**src/rtl/mult_seq.sv**
```systemverilog
// mult_seq: sequential shift-add multiplier retiring BITS_PER_CYC multiplier bits per clock.
// Optional feature macro MULT_SEQ_ACC_EN adds an accumulate stage: prod = mcand*mlier + addend.
module mult_seq #(
  parameter int  BW_MCAND     = 8,
  parameter int  BW_MLIER     = 8,
  parameter int  BITS_PER_CYC = 1,
  localparam int BW_PROD      = BW_MCAND + BW_MLIER
) (
  input  logic                clk,
  input  logic                rst,
  input  logic                clear,
  input  logic                start,
  input  logic                mcand_is_signed,
  input  logic                mlier_is_signed,
  input  logic [BW_MCAND-1:0] mcand,
  input  logic [BW_MLIER-1:0] mlier,
`ifdef MULT_SEQ_ACC_EN
  input  logic [BW_PROD-1:0]  addend,
`endif
  output logic [BW_PROD-1:0]  prod,
  output logic                busy,
  output logic                done,
  output logic [1:0]          state_o
);

  // Handshake: start is accepted only while IDLE (including the cycle done is high);
  // busy stays high until the edge that loads prod, and done pulses for one cycle after it.
  localparam int K  = BITS_PER_CYC;
  localparam int N  = BW_MLIER / K;
  localparam int CW = (N > 1) ? $clog2(N) : 1;
  localparam int HW = BW_MCAND + K + 1;

  typedef enum logic [1:0] {
    S_IDLE = 2'd0,
    S_RUN  = 2'd1,
    S_ACC  = 2'd2
  } state_t;

  state_t                   state_q, state_d;
  logic [CW-1:0]            cnt_q, cnt_d;
  logic [BW_MCAND-1:0]      mcand_q, mcand_d;
  logic                     mcand_sgn_q, mcand_sgn_d;
  logic                     mlier_sgn_q, mlier_sgn_d;
  logic signed [BW_MCAND:0] hi_q, hi_d;
  logic [BW_MLIER-1:0]      lo_q, lo_d;
  logic [BW_PROD-1:0]       prod_q, prod_d;
  logic                     busy_q, busy_d;
  logic                     done_q, done_d;
`ifdef MULT_SEQ_ACC_EN
  logic [BW_PROD-1:0]       addend_q, addend_d;
`endif

  logic                     last_iter;
  logic signed [BW_MCAND:0] mcand_ext;
  logic signed [K:0]        digit;
  logic signed [HW-1:0]     term;
  logic signed [HW-1:0]     sum;
  logic signed [BW_MCAND:0] hi_nxt;
  logic [BW_MLIER-1:0]      lo_nxt;

  // lo_q doubles as the multiplier shift register and the low product bits.
  // In the last iteration a signed multiplier's top bit gets negative weight.
  assign last_iter = (cnt_q == CW'(N - 1));
  assign mcand_ext = {mcand_sgn_q & mcand_q[BW_MCAND-1], mcand_q};
  assign digit     = {last_iter & mlier_sgn_q & lo_q[K-1], lo_q[K-1:0]};
  assign term      = HW'(mcand_ext) * HW'(digit);
  assign sum       = HW'(hi_q) + term;
  assign hi_nxt    = sum[HW-1:K];
  assign lo_nxt    = BW_MLIER'({sum[K-1:0], lo_q} >> K);

  always_comb begin
    state_d     = state_q;
    cnt_d       = cnt_q;
    mcand_d     = mcand_q;
    mcand_sgn_d = mcand_sgn_q;
    mlier_sgn_d = mlier_sgn_q;
    hi_d        = hi_q;
    lo_d        = lo_q;
    prod_d      = prod_q;
    busy_d      = busy_q;
    done_d      = 1'b0;
`ifdef MULT_SEQ_ACC_EN
    addend_d    = addend_q;
`endif
    unique case (state_q)
      S_IDLE: begin
        if (start) begin
          mcand_d     = mcand;
          mcand_sgn_d = mcand_is_signed;
          mlier_sgn_d = mlier_is_signed;
          lo_d        = mlier;
          hi_d        = '0;
          cnt_d       = '0;
`ifdef MULT_SEQ_ACC_EN
          addend_d    = addend;
`endif
          busy_d      = 1'b1;
          state_d     = S_RUN;
        end
      end
      S_RUN: begin
        hi_d  = hi_nxt;
        lo_d  = lo_nxt;
        cnt_d = cnt_q + CW'(1);
        if (last_iter) begin
`ifdef MULT_SEQ_ACC_EN
          state_d = S_ACC;
`else
          prod_d  = {hi_nxt[BW_MCAND-1:0], lo_nxt};
          busy_d  = 1'b0;
          done_d  = 1'b1;
          state_d = S_IDLE;
`endif
        end
      end
      S_ACC: begin
`ifdef MULT_SEQ_ACC_EN
        prod_d  = {hi_q[BW_MCAND-1:0], lo_q} + addend_q;
        busy_d  = 1'b0;
        done_d  = 1'b1;
`endif
        state_d = S_IDLE;
      end
      default: state_d = S_IDLE;
    endcase
    if (clear) begin
      state_d = S_IDLE;
      prod_d  = '0;
      busy_d  = 1'b0;
      done_d  = 1'b0;
    end
  end

  always_ff @(posedge clk or posedge rst) begin
    if (rst) begin
      state_q     <= S_IDLE;
      cnt_q       <= '0;
      mcand_q     <= '0;
      mcand_sgn_q <= 1'b0;
      mlier_sgn_q <= 1'b0;
      hi_q        <= '0;
      lo_q        <= '0;
      prod_q      <= '0;
      busy_q      <= 1'b0;
      done_q      <= 1'b0;
`ifdef MULT_SEQ_ACC_EN
      addend_q    <= '0;
`endif
    end else begin
      state_q     <= state_d;
      cnt_q       <= cnt_d;
      mcand_q     <= mcand_d;
      mcand_sgn_q <= mcand_sgn_d;
      mlier_sgn_q <= mlier_sgn_d;
      hi_q        <= hi_d;
      lo_q        <= lo_d;
      prod_q      <= prod_d;
      busy_q      <= busy_d;
      done_q      <= done_d;
`ifdef MULT_SEQ_ACC_EN
      addend_q    <= addend_d;
`endif
    end
  end

  assign prod    = prod_q;
  assign busy    = busy_q;
  assign done    = done_q;
  assign state_o = state_q;

endmodule
```
**config.mk**
```make
export PLATFORM = sky130hd
export DESIGN_NAME = mult_seq
export DESIGN_NICKNAME = d
export VERILOG_FILES = /design/src/rtl/mult_seq.sv
export SDC_FILE = /design/constraint.sdc
export NUM_CORES = 1
export LEC_CHECK = 0
export CORE_MARGIN = 8
export CORE_UTILIZATION = 41
export CTS_BUF_LIST = sky130_fd_sc_hd__clkbuf_16
export DETAILED_ROUTE_END_ITERATION = 10
export SETUP_SLACK_MARGIN = 0.02
export SYNTH_ARGS = -nofsm -noshare
export SYNTH_HDL_FRONTEND = slang
export SYNTH_SLANG_ARGS = --single-unit
```
**constraint.sdc**
```tcl
create_clock -name clk -period 4.05 [get_ports clk]
set_input_delay 0.405 -clock clk [delete_from_list [all_inputs] [get_ports clk]]
set_output_delay 0.405 -clock clk [all_outputs]
set_load 0.01 [all_outputs]
```
; ---- Yosys cells after proc, flatten, opt, wreduce, memory -nomap -nowiden
; Index checks and enable logic that the tools add are counted.
; Widths: inputs -> output; s select.
[totals]
reg_bits = 50
elab_cells = 51
[op_classes]
addsub = 2
n_mul = 1
eq_ne = 5
mux = 20
bitwise_logic = 3
n_reduce_logical = 10
[op_table]
columns = cell, count
row1 = $mux 16, 3
row2 = $pmux 9 s2, 1
row3 = $pmux 8 s2, 1
row4 = $add 9x10->10, 1
row5 = $mul 9x2->10, 1
row6 = $mux 9, 1
row7 = $mux 8, 1
row8 = $reduce_and 2->1, 4
row9 = $mux 1, 6
row10 = $mux 2, 3
row11 = $ne 3x3->1 const B, 2
row12 = $pmux 3 s2, 1
row13 = $reduce_bool 2->1, 3
row14 = $pmux 2 s2, 1
row15 = $add 3x1->3 const B, 1
row16 = $and 1x1->1, 3
row17 = $eq 3x3->1 const B, 1
row18 = $mux 3, 1
row19 = $reduce_and 3->1, 1
row20 = $reduce_bool 3->1, 1
row21 = $eq 2x1->1 const B, 1
row22 = $logic_not 2->1, 1
row23 = $ne 2x2->1 const B, 1
row24 = $pmux 1 s2, 1

; ---- Logic depth before layout (Yosys ltp)
[depth]
word_depth = 8
mapped_depth = 13
ltp_nobuf = 12

; ---- Worst setup path before layout
; Ideal clock, no wire load.
[synth_timing]
path_kind = register to register
start = register cnt_q[0]
end = register hi_q[8]
setup_ps = 122
t_arrival_ps = 3344
t_required_ps = 3928
slack_ps = 585
path_stages_with_launch = 13
synth_period_minus_slack_ps = 3465
cell_sequence = dfrtp_1 -> ha_1 -> ha_1 -> nand3_1 -> or2_2 -> fa_1 -> inv_1 -> ha_1 -> a211o_1 -> a211oi_2 -> nor2_1 -> or4_1 -> a32o_1
[synth_between]
elab_chain_len = 6
[synth_rtl]
columns = element, line
row1 = from (decl), 40  ; logic [CW-1:0] cnt_q, cnt_d;
row2 = from (signal assigned), 151  ; cnt_q <= cnt_d;
row3 = $eq 3x3->1, 63  ; assign last_iter = (cnt_q == CW'(N - 1));
row4 = $and 1x1->1 (2 in a row), 65  ; assign digit = {last_iter & mlier_sgn_q & lo_q[K-1], lo_q[K-1:0]};
row5 = $mul 9x2->10, 66  ; assign term = HW'(mcand_ext) * HW'(digit);
row6 = $add 9x10->10, 67  ; assign sum = HW'(hi_q) + term;
row7 = $pmux 9 s2, 85  ; unique case (state_q)
row8 = to (signal assigned), 155  ; hi_q <= hi_d;
row9 = to (decl), 44  ; logic signed [BW_MCAND:0] hi_q, hi_d;
; Every way passes these cells.
; A chain may end at the register's enable or synchronous reset.

; ---- Final worst setup path
; Ends and elaborated chain as after synthesis.

==> impl_results.md <==
* Synthesis-to-finish area growth at 22.9%
* Routed WL at 6010 um
* Worst slew pin tran at 1.03 ns
* Synth area leaders: dfrtp_1 (44%), fa_1 (6.6%), ha_1 (5.1%), a22o_1 (4.8%), mux2i_1 (4.4%)
* RD Place Congestion at 0.860
* Most used cell, CP: ha_1
* Maximum vdd drop at 224 uV
* # IOs at 42
* Vias in the first global route at ~2100
* Initial Util at 42.5%
* DRC Markers at 0
* Clk sinks at 48
* Final HPWL DP at 4320 um
* Std cell rows at 29
* Post-CTS Setup Repair Bufs at 0
* Sw Share at 31.9%
* Period utilisation layout at a little over 90%
* Number of max-cap violations at 0
* Crit. End Element: flop
* Vias at slightly below 2000
* CTS clk-pin slew, worst paths at 0.07 ns
* Initial antenna violation count at 0
* Type of the worst min-delay path: flop to flop
* Cells after DPL at 363
* Iter 0 DRT Violations at 61
* Ys Warns at 0
* Highest cell delay on the worst timing path at 0.50 ns
* Sequential power share at between 30% and 40%
* Leading area contributor after synthesis: dfrtp_1
* Antenna Cells at 0
* Die X at a little under 100 um
* First-pass GRT wire length at between 10000 and 15000 um
* RSZ-0062 raised after global routing: false
* Worst path bufs/invs at 1
* Share of the synthesized area in the top cell type at 44.2%
* Total track usage at 13.6%
* Leakage at 1.56 nW
* Cts hold-fix bufs at 0
* Final Power at 1.49 mW
* Slew margin rel. at 31.5%
* Int Power at 1.02 mW
* Worst path cell trace: ha_1 -> ha_1 -> nand3_1 -> or2_2 -> fa_1 -> inv_1 -> ha_1 -> a211o_1 -> a211oi_2 -> nor2_1 -> or4_1 -> a32o_1
* Crit path max fanout at 10
* Setup_tns at 0 ns
* Status: complete, no violations
* Cell family with most CP delay: adder cells
* Vias per cell at 5.29
* Final WS setup at 0.292 ns
* Global route overflow at 0
* Max-slew violations at 0
* CTS H-tree lvls at 2
* Post-Syn Nets at 299
* WL per Instance at roughly 16 um
* Sequential area share after synthesis at around 44%
* Yosys reg bits at 48
* Combinational share of power at 28.5%
* Share of layout cells above drive strength 1 at between 10% and 20%
* Critical path's slowest cell: fa_1
* DP Worst Slack at 0.284 ns
* Routed Antenna Nets at 0
* CP arrival at 3.94 ns
* P_sw at 476 uW
* PortBufs at 40
* Die Ht at 97.4 um
* Post-route minimum period at 3.76 ns
* Final Hold Fails at 0
* Max Clk Rate at 266 MHz
* Synth Instances at 257
* Deepest clock path buffer count at 2
* PwrDens at 447 mW/mm^2
* Library cells used by synthesis at 48
* Latest clock arrival within the worst-skew pair at 0.29 ns
* Clock buffer count from CTS at 5
* Core footprint at 0.00639 mm^2
* Mean Syn Cell Area at 10.6 um^2
* Initial DRT Pass Iterations at 4
* Pin count of the biggest net entering global routing at 49
* Clock share of power at 32.5%
* Nets at approximately 340
* Post-cts sizing count at 0
* CP startpoint kind: flop
* Critical path class: flop to flop
* TritonCTS clock tree: done
* R2R setup slack at just under 0.3 ns
* Fin Clk Skew at 0.00632 ns
* CTS root buf: clkbuf_16
* Final std cells w/o fill at 371
* Die area at 0.00949 mm^2
* Syn Std Cell Area at between 0.002 and 0.003 mm^2
* Setup violations, final at 0
* CP required at ~4.2 ns
-- flip-flops by register name, indices dropped and copies added, names as in the netlist --
signal       flops
lo_q             8
mcand_q          8
mlier_sgn_q      1
busy             1
mcand_sgn_q      1
hi_q             9
cnt_q            3
done             1
prod            16
-- layout by cell type, fill, tap and decap left out, types with 4 or more instances in the layout --
master	n
dfrtp_1	48
clkdlybuf4s50_1	40
nand2_1	24
inv_1	24
o21ai_0	16
a22o_1	15
mux2i_1	12
ha_1	11
mux2_2	10
fa_1	9
or2_2	8
nor3_1	6
nor2_1	5
clkbuf_16	5
a21oi_1	4
nand3_1	4
-- cell type report --
cell class	count	area (um^2)
clock buffers	5	125
clock inverters	3	47.5
fillers	584	3050
inverters	26	97.6
multi-input cells	169	1350
flip-flops and latches	48	1200
well taps	77	96.3
repair buffers	43	423
-- final timing paths --
path	startpoint	to	cells after the start
min in group asynchronous	rst	hi_q[7]	2
max in group asynchronous	rst	cnt_q[2]	2
worst min register to register	cnt_q[0]	cnt_q[0]	1
worst max-delay path	cnt_q[0]	hi_q[8]	12
worst max register to register	cnt_q[0]	hi_q[8]	12
worst min-delay path	cnt_q[0]	cnt_q[0]	1
-- per-layer routing --
metal | GRT usage, % | wire [um] | vias to the layer above
met4 | 4.31 | 89 | 0
met3 | 3.49 | 273 | 8
li1 | - | - | 972
met1 | 19.0 | 3000 | 931
met2 | 20.1 | 2640 | 50
met5 | 0 | 0 | -
-- Yosys cell counts (all sizes together) --
library cell	count
dfrtp	48
inv	25
nand2	24
o21ai	16
a22o	15
mux2i	12
ha	11
mux2	10
fa	9
clkbuf	8
or2	8
buf	6
nor3	6
a21oi	5
nor2	5
nand3	4
a32o	3
nand2b	3
nor2b	3
o31ai	3
xnor2	3
xor2	3
a21o	2
and2	2
nor3b	2
o21a	2
or3	2
a211o	1
a211oi	1
a221oi	1
a222oi	1
a311o	1
a311oi	1
a31o	1
a41o	1
and3b	1
clkinv	1
conb	1
nand3b	1
nand4	1
nor4b	1
o211ai	1
o21bai	1
or4	1
-- stage by stage --
step                      instance area [um^2]  hold slack, ns  util [%]
final                                     3340           0.488      52.3
after floorplan                           2720           0.456         -
after CTS                                 3340           0.497      52.3
after detailed placement                  3170           0.487      49.6
after global placement                    3170           0.475      49.6
after global routing                      3340           0.524      52.3
-- power groups by stage --
stage	sequential [mW]	combinational, mW	clock (mW)
3_5_place_dp	0.591	0.428	0
5_1_grt	0.590	0.489	0.511
3_3_place_gp	0.589	0.418	0
2_1_floorplan	0.579	0.323	0
6_report	0.581	0.426	0.485
4_1_cts	0.581	0.432	0.490
-- kinds of logic after synthesis --
family	Yosys count	share of synthesized area (%)
muxes	22	8.57
xor gates and xnor gates	6	1.93
buffers and inverters	40	6.26
other	1	0.138
DFF	48	44.2
adders and majority gates	20	11.7
AOI/OAI and AO/OA	56	15.2
and+or+nand+nor	64	12.0
Note: power is estimated with default switching activity, not from simulation.
